[src/rtl/ev20_call_stack.sv]
// Return-address stack for the EV20 core: pushes PC+1 on call, pops on return,
// and drives a one-cycle preload of the PC counter with the new address.
module ev20_call_stack #(
  parameter int DEPTH = 8,
  parameter int AW    = 11,
  localparam int PW   = $clog2(DEPTH) + 1
) (
  input  logic          clk,
  input  logic          res,
  input  logic [AW-1:0] pc,
  input  logic          call,
  input  logic          ret,
  input  logic [AW-1:0] call_target,
  input  logic          clr_err,
  output logic [AW-1:0] pc_load,
  output logic          preload,
  output logic [PW-1:0] depth,
  output logic          empty,
  output logic          full,
  output logic          ovf,
  output logic          unf,
  output logic          err
);

  // Request semantics: call/ret are single-cycle requests sampled on each rising
  // edge. There is no ready; a request that arrives while preload is high is
  // dropped without effect, since the instruction that issued it is stale.

  logic [AW-1:0] mem [DEPTH];
  logic [PW-1:0] sp;
  logic [PW-1:0] sp_m1;
  logic          live;
  logic          do_call;
  logic          do_ret;
  logic          ovf_ev;
  logic          unf_ev;
  logic          err_ev;

  assign sp_m1   = sp - PW'(1);
  assign live    = !preload;
  assign do_call = live &&  call && !ret && !full;
  assign do_ret  = live && !call &&  ret && !empty;
  assign ovf_ev  = live &&  call && !ret &&  full;
  assign unf_ev  = live && !call &&  ret &&  empty;
  assign err_ev  = live &&  call &&  ret;

  assign depth = sp;
  assign empty = (sp == '0);
  assign full  = (sp == PW'(DEPTH));

  // Storage carries no reset; contents past sp are never observed.
  always_ff @(posedge clk) begin
    if (do_call) mem[sp[PW-2:0]] <= pc + AW'(1);
  end

  always_ff @(posedge clk or negedge res) begin
    if (!res) begin
      sp      <= '0;
      preload <= 1'b0;
      pc_load <= '0;
      ovf     <= 1'b0;
      unf     <= 1'b0;
      err     <= 1'b0;
    end else begin
      preload <= do_call || do_ret;
      if (do_call) begin
        sp      <= sp + PW'(1);
        pc_load <= call_target;
      end else if (do_ret) begin
        sp      <= sp_m1;
        pc_load <= mem[sp_m1[PW-2:0]];
      end
      // A new event in the same cycle as clr_err leaves the flag set.
      ovf <= ovf_ev || (ovf && !clr_err);
      unf <= unf_ev || (unf && !clr_err);
      err <= err_ev || (err && !clr_err);
    end
  end

endmodule

[config.mk]
export PLATFORM = sky130hd
export DESIGN_NAME = ev20_call_stack
export DESIGN_NICKNAME = d
export VERILOG_FILES = /design/src/rtl/ev20_call_stack.sv
export SDC_FILE = /design/constraint.sdc
export NUM_CORES = 1
export LEC_CHECK = 0
export CAP_MARGIN = 10
export CORE_MARGIN = 2
export CORE_UTILIZATION = 40
export DETAILED_ROUTE_END_ITERATION = 7
export SYNTH_ARGS = -nofsm -noshare
export SYNTH_HDL_FRONTEND = slang
export SYNTH_SLANG_ARGS = --single-unit
[constraint.sdc]
create_clock -name clk -period 3.2 [get_ports clk]
set_input_delay 0.64 -clock clk [delete_from_list [all_inputs] [get_ports clk]]
set_output_delay 0.64 -clock clk [all_outputs]
set_load 0.02 [all_outputs]
==> flow_metrics.tcl, run 1 <==
set metrics [dict create \
    synth_top_area_share_pct 59.6 \
    hold_path_class "register to register" \
    worstSetupStartpoint "depth[1]$_DFFE_PN0P_" \
    synth_compound_area_share_pct 5.56 \
    critPathKind "register to primary output" \
    synth_top_family_by_area "multiplexers" \
    r2r_end "depth[2]$_DFFE_PN0P_" \
    cts.sinks 107 \
    outcome "complete, no violations" \
    holdBufCountCts 0 \
    ctsResizeCount 0 \
    critPathRequiredTime_ns 2.56 \
    drive_gt1_share_pct 16.1 \
    core_area_mm2 0.0108 \
    root_buffer "clkbuf_8" \
    worstPathMaxFanout 10 \
    synth_edf_count 88 \
    cts.path.max_buffers 2 \
    syn_avg_cell_area_um2 17.3 \
    combPwrFrac_pct 40.8 \
    drv_cap 0 \
    globalplace.congestion 0.769 \
    p_sw_mw 1.44 \
    synth_area_leaders "edfxtp_1, mux4_2, dfrtp_1" \
    ant_nets 0 \
    ff2ff_path_depth 7 \
    synth-seq-cells 107 \
    end_kind "primary output" \
    rr_startpoint "depth[1]$_DFFE_PN0P_" \
    worstSetupEndpoint "empty" \
    syn_area_mm2 0.00443 \
    intPower_mw 2.76 \
    htree_levels 3 \
    yosys.area.top_type "edfxtp_1" \
    setup_viol 0 \
    syn_nets 287 \
    arrival_ns 2.25 \
    seqPwrFrac_pct 42.8 \
    reg2reg_setup_slack_ns 0.82 \
    viasPerCell 5.21 \
    grt_pass1_wl_um 13600 \
    yosysUniqueCellTypes 40 \
    finalWorstSetupSlack_ns 0.314 \
    clock-skew-final_ns 0.00682 \
    rsz0062_at_grt "false" \
    final.period_utilization_pct 90.2 \
    syn_to_final_growth_pct 18.8 \
    drcViolationCount 0 \
    numCtsBuffers 9 \
    clkPwrFrac_pct 16.3 \
    postCtsSetupBuffers 0 \
    via_count 2405 \
    wl_per_cell_um 18.9 \
    synth_most_common_cell "edfxtp_1" \
    grtUsageTotal_pct 16.0 \
    die_y_um 109 \
    finalWirelength_um 8740 \
    dr.pass1.iters 4 \
    synthTopCellsByCount "edfxtp_1, mux4_2, dfrtp_1" \
    grt_max_degree 32 \
    synth_ff_type "edfxtp_1" \
    synthAdderAreaFrac_pct 0.847 \
    worstSetupStartpointType "register" \
    period_needed_ns 2.89 \
    syn_inst 257 \
    cts.clk_slew.worst_paths_ns 0.08 \
    synth_xor_area_share_pct 2.93 \
    final_max_slew_viol_count 0 \
    numPortBuffers 47 \
    cts_tree "yes" \
    rows 38 \
    slew_headroom_pct 41.9 \
    place_ws_ns 0.445 \
    ys_seq_area_share_pct 70.3 \
    pwr_density_cell_mw_per_mm2 798 \
    fin_nets 347 \
    num_antenna_cells 0 \
    yosys_warnings 0 \
    grt_pass1_vias 2433 \
    synth-simple-area-share_pct 5.64 \
    sw_frac_of_total_pct 34.3 \
    synthMuxAreaShare_pct 12.3 \
    tightest_slew_ns 0.869 \
    dieArea_mm2 0.0119 \
    async_reset_ff_share_pct 17.8 \
    worstSkewPairLatency_ns 0.36 \
    start_util_pct 40.9 \
    antenna_found_initial 0 \
    place_hpwl_um 6200 \
    fmax_mhz 346 \
    first_iter_violations 81 \
    hold_viol 0 \
    fp.dieW_um 109 \
    fin_tns_setup_ns 0 \
    vdd_drop_max_v 0.000422 \
    io_pins 48 \
    grt.overflow.total 0 \
    fin_util_pct 48.6 \
    leakage_nw 1.79 \
]
critical path: stages (launching register included):
cell and delay, ns:
dfrtp_1 0.52, inv_1 0.13, ha_1 0.25, nor3b_1 0.31
clkdlybuf4s50_1 0.67
worst min path at each step:
stage,start,endpoint,cells past startpoint
floorplan,res,depth[0]$_DFFE_PN0P_,0
global placement,pc_load[0]$_DFFE_PN0P_,pc_load[0]$_DFFE_PN0P_,2
detailed placement,pc_load[0]$_DFFE_PN0P_,pc_load[0]$_DFFE_PN0P_,2
CTS,pc_load[0]$_DFFE_PN0P_,pc_load[0]$_DFFE_PN0P_,2
global route,pc_load[0]$_DFFE_PN0P_,pc_load[0]$_DFFE_PN0P_,2
finish,pc_load[0]$_DFFE_PN0P_,pc_load[0]$_DFFE_PN0P_,2
area by class of cell:
class	count	area (um2)
clock buffer	11	131
clock inverter	5	20.0
fill	963	5570
inverter	10	37.5
multi-input combinational	129	1220
sequential	107	3120
tap	140	175
timing repair buffer	60	568
power by group through the flow:
stage / registers [mW] / clock network [mW] / logic (mW)
floorplan: 1.92 / 0 / 1.07
CTS: 1.80 / 0.704 / 1.74
global route: 1.82 / 0.757 / 1.87
finish: 1.80 / 0.686 / 1.72
global placement: 1.83 / 0 / 1.73
detailed placement: 1.83 / 0 / 1.74
state kept, by name (all words and copies together) (netlist names):
name	count
err	1
pc_load	11
ovf	1
depth	4
unf	1
preload	1
mem	88
cell families after synthesis:
family | Yosys count
compound gates | 34
fa+ha+maj | 3
buf+inv | 21
mux | 27
simple gates | 51
flops | 107
xor+xnor | 14
through the flow:
step                total power [mW]  hold slack [ns]  std cells  instance area [um2]
floorplan                       2.99            0.344        257                 4430
global placement                3.56            0.488        446                 5110
finish                          4.20            0.497        462                 5270
detailed placement              3.57            0.482        446                 5110
CTS                             4.25            0.502        462                 5270
global route                    4.44            0.537        462                 5270
per-layer routing:
layer / GRT usage (%) / share of wire [%]
met1: 21.4 / 46
met2: 26.2 / 47
met3: 2.43 / 4.3
met4: 7.05 / 2.0
met5: 0 / 0
cell usage in the layout (no fill, tap or decap), types with 2 or more instances in the layout:
cell              n
clkbuf_1          2
nand3_1           5
inv_1             9
ha_1              3
buf_4            13
nor3b_1           3
dfrtp_1          19
nor2_1           11
nand4_1           2
clkdlybuf4s50_1  47
a22oi_1           4
nand2_1          16
xor2_1            4
mux4_2           22
nor3_1            5
nand3b_1          2
a221oi_2          2
a21oi_1           9
mux2i_1           5
xnor2_1           9
o21ai_0           6
edfxtp_1         88
clkbuf_8          9
nand2b_1          2
a221oi_1          4
clkinv_1          4
No activity file was read; power rests on OpenSTA's default activity.
==> run 2: changes to the inputs <==
Settings changed: CAP_MARGIN 10 to 20, DONT_BUFFER_PORTS set to 1.
==> run 2 against run 1 <==
Net effect: critical path depth down 1; largest power group unchanged; worst setup slack better by 0.19 ns; power up 0.78%; fmax up 7.0%; core utilization down 3.7 points; count of clock-buffer cells in the layout up 1; first-iteration DRC count up 57%; non-clock buffer count down 49; wire length up 7.0%; largest cell class unchanged; die area unchanged; clock skew up 0.0080 ns; final cell count down 11%.
==> flow_metrics.tcl, run 2 (synthesis gave the netlist of run 1 again) <==
set metrics [dict create \
    stdcell_area_mm2 0.00487 \
    fin_tns_setup_ns 0 \
    period_needed_ns 2.70 \
    clock-skew-final_ns 0.0148 \
    cts.sinks 107 \
    tightest_slew_ns 0.936 \
    rows 38 \
    fp.dieW_um 109 \
    wl_per_cell_um 22.6 \
    syn_to_final_growth_pct 9.76 \
    grt.overflow.total 0 \
    dr.pass1.iters 4 \
    critPathRequiredTime_ns 2.56 \
    fin_nets 298 \
    core_area_mm2 0.0108 \
    end_kind "primary output" \
    globalplace.congestion 0.797 \
    root_buffer "clkbuf_8" \
    grt_pass1_vias 2463 \
    cts_tree "yes" \
    outcome "complete, no violations" \
    hold_path_class "input pin to register" \
    seqCellArea_mm2 0.00312 \
    worstSkewPairLatency_ns 0.36 \
    finalWirelength_um 9350 \
    hold_viol 0 \
    via_count 2311 \
    fillers 938 \
    postCtsSetupBuffers 0 \
    setup_viol 0 \
    io_pins 48 \
    largest_register_ff_count 88 \
    pwr_density_cell_mw_per_mm2 871 \
    cp.buffers_inverters 1 \
    fmax_mhz 371 \
    vdd_drop_max_v 0.000522 \
    leakage_nw 1.63 \
    ant_nets 0 \
    rsz0062_at_grt "false" \
    start_util_pct 40.9 \
    drv_cap 0 \
    die_y_um 109 \
    cts.path.max_buffers 2 \
    grt_max_degree 32 \
    grtUsageTotal_pct 16.7 \
    final_max_slew_viol_count 0 \
    numPortBuffers 0 \
    multi_input_area_mm2 0.00122 \
    place_hpwl_um 6020 \
    crit_path_max_incr_delay_ns 0.71 \
    dieArea_mm2 0.0119 \
    critPathTopFamily "simple AND/OR/NAND/NOR gates" \
    place_area_mm2 0.00464 \
    critPathSlowestCell "nor3b_1" \
    crit_chain "inv_1, ha_1, nor3b_1" \
    numCtsBuffers 9 \
    critPathKind "register to primary output" \
    viasPerCell 5.60 \
    drive_gt1_share_pct 19.8 \
    first_iter_violations 127 \
    ctsResizeCount 0 \
    worstSetupStartpointType "register" \
    cts.clk_slew.worst_paths_ns 0.10 \
    num_antenna_cells 0 \
    worstPathMaxFanout 10 \
    slew_headroom_pct 37.4 \
    htree_levels 3 \
    grt_pass1_wl_um 14000 \
    antenna_found_initial 0 \
    final_common_cell "edfxtp_1" \
    layout_common_cells "edfxtp_1, mux4_2, dfrtp_1" \
    final.period_utilization_pct 84.3 \
    drcViolationCount 0 \
    arrival_ns 2.06 \
]
==> run 2: worst paths after layout <==
| path | start | end | slack, ns | cells past startpoint |
|---|---|---|---|---|
| setup / recovery | depth[1]$_DFFE_PN0P_ | empty | 0.50 | 3 |
| hold / removal | clr_err | ovf$_DFF_PN0_ | 0.37 | 1 |
| setup reg to reg | depth[1]$_DFFE_PN0P_ | depth[2]$_DFFE_PN0P_ | 0.72 | 7 |
| hold reg to reg | depth[0]$_DFFE_PN0P_ | depth[0]$_DFFE_PN0P_ | 0.58 | 2 |
| max in group asynchronous | res | depth[0]$_DFFE_PN0P_ | 1.71 | 1 |
| min in group asynchronous | res | pc_load[2]$_DFFE_PN0P_ | 0.85 | 1 |
==> run 2: layer usage <==
| metal | track usage (%) | share of wire [%] |
|---|---|---|
| met2 | 28.3 | 49 |
| met1 | 21.6 | 44 |
| met4 | 5.88 | 1.8 |
| met5 | 0 | 0 |
| met3 | 3.32 | 5.9 |
==> run 2: worst register-to-register path: cells and delay by family (launching register included) <==
kind | cells | cell delay [ns]
buffers and inverters | 2 | 0.37
DFF | 1 | 0.58
AOI/OAI and AO/OA | 3 | 0.88
adders and majority gates | 1 | 0.25
and+or+nand+nor | 1 | 0.29
==> run 2: per-stage QoR <==
step                total power, mW  util (%)  hold slack [ns]  setup WS [ns]  cells
floorplan                      2.99         -            0.344          0.164    257
global placement               3.36      42.8            0.345          0.819    396
detailed placement             3.38      42.8            0.345          0.733    396
CTS                            4.29      44.9            0.363          0.512    413
global route                   4.45      44.9            0.363          0.331    413
finish                         4.24      44.9            0.373          0.503    413
==> run 2: power breakdown <==
group          internal, mW  switching (mW)  leakage (nW)
Sequential             1.68           0.257          1.02
Combinational         0.628           0.764         0.499
Clock                 0.465           0.441         0.107
==> run 2: layout make-up <==
cell class	instances	share of cell area (%)
Sequential cell	107	64.1
Clock buffer	12	2.98
Tap cell	140	3.60
Timing Repair Buffer	11	2.01
Multi-Input combinational cell	129	25.0
Clock inverter	4	1.57
Inverter	10	0.771
==> run 2: what timing repair did <==
action	4_1_cts	5_1_grt
endpoints found under the setup margin	0	0
hold buffers	1	0
hold endpoints to repair	19	0
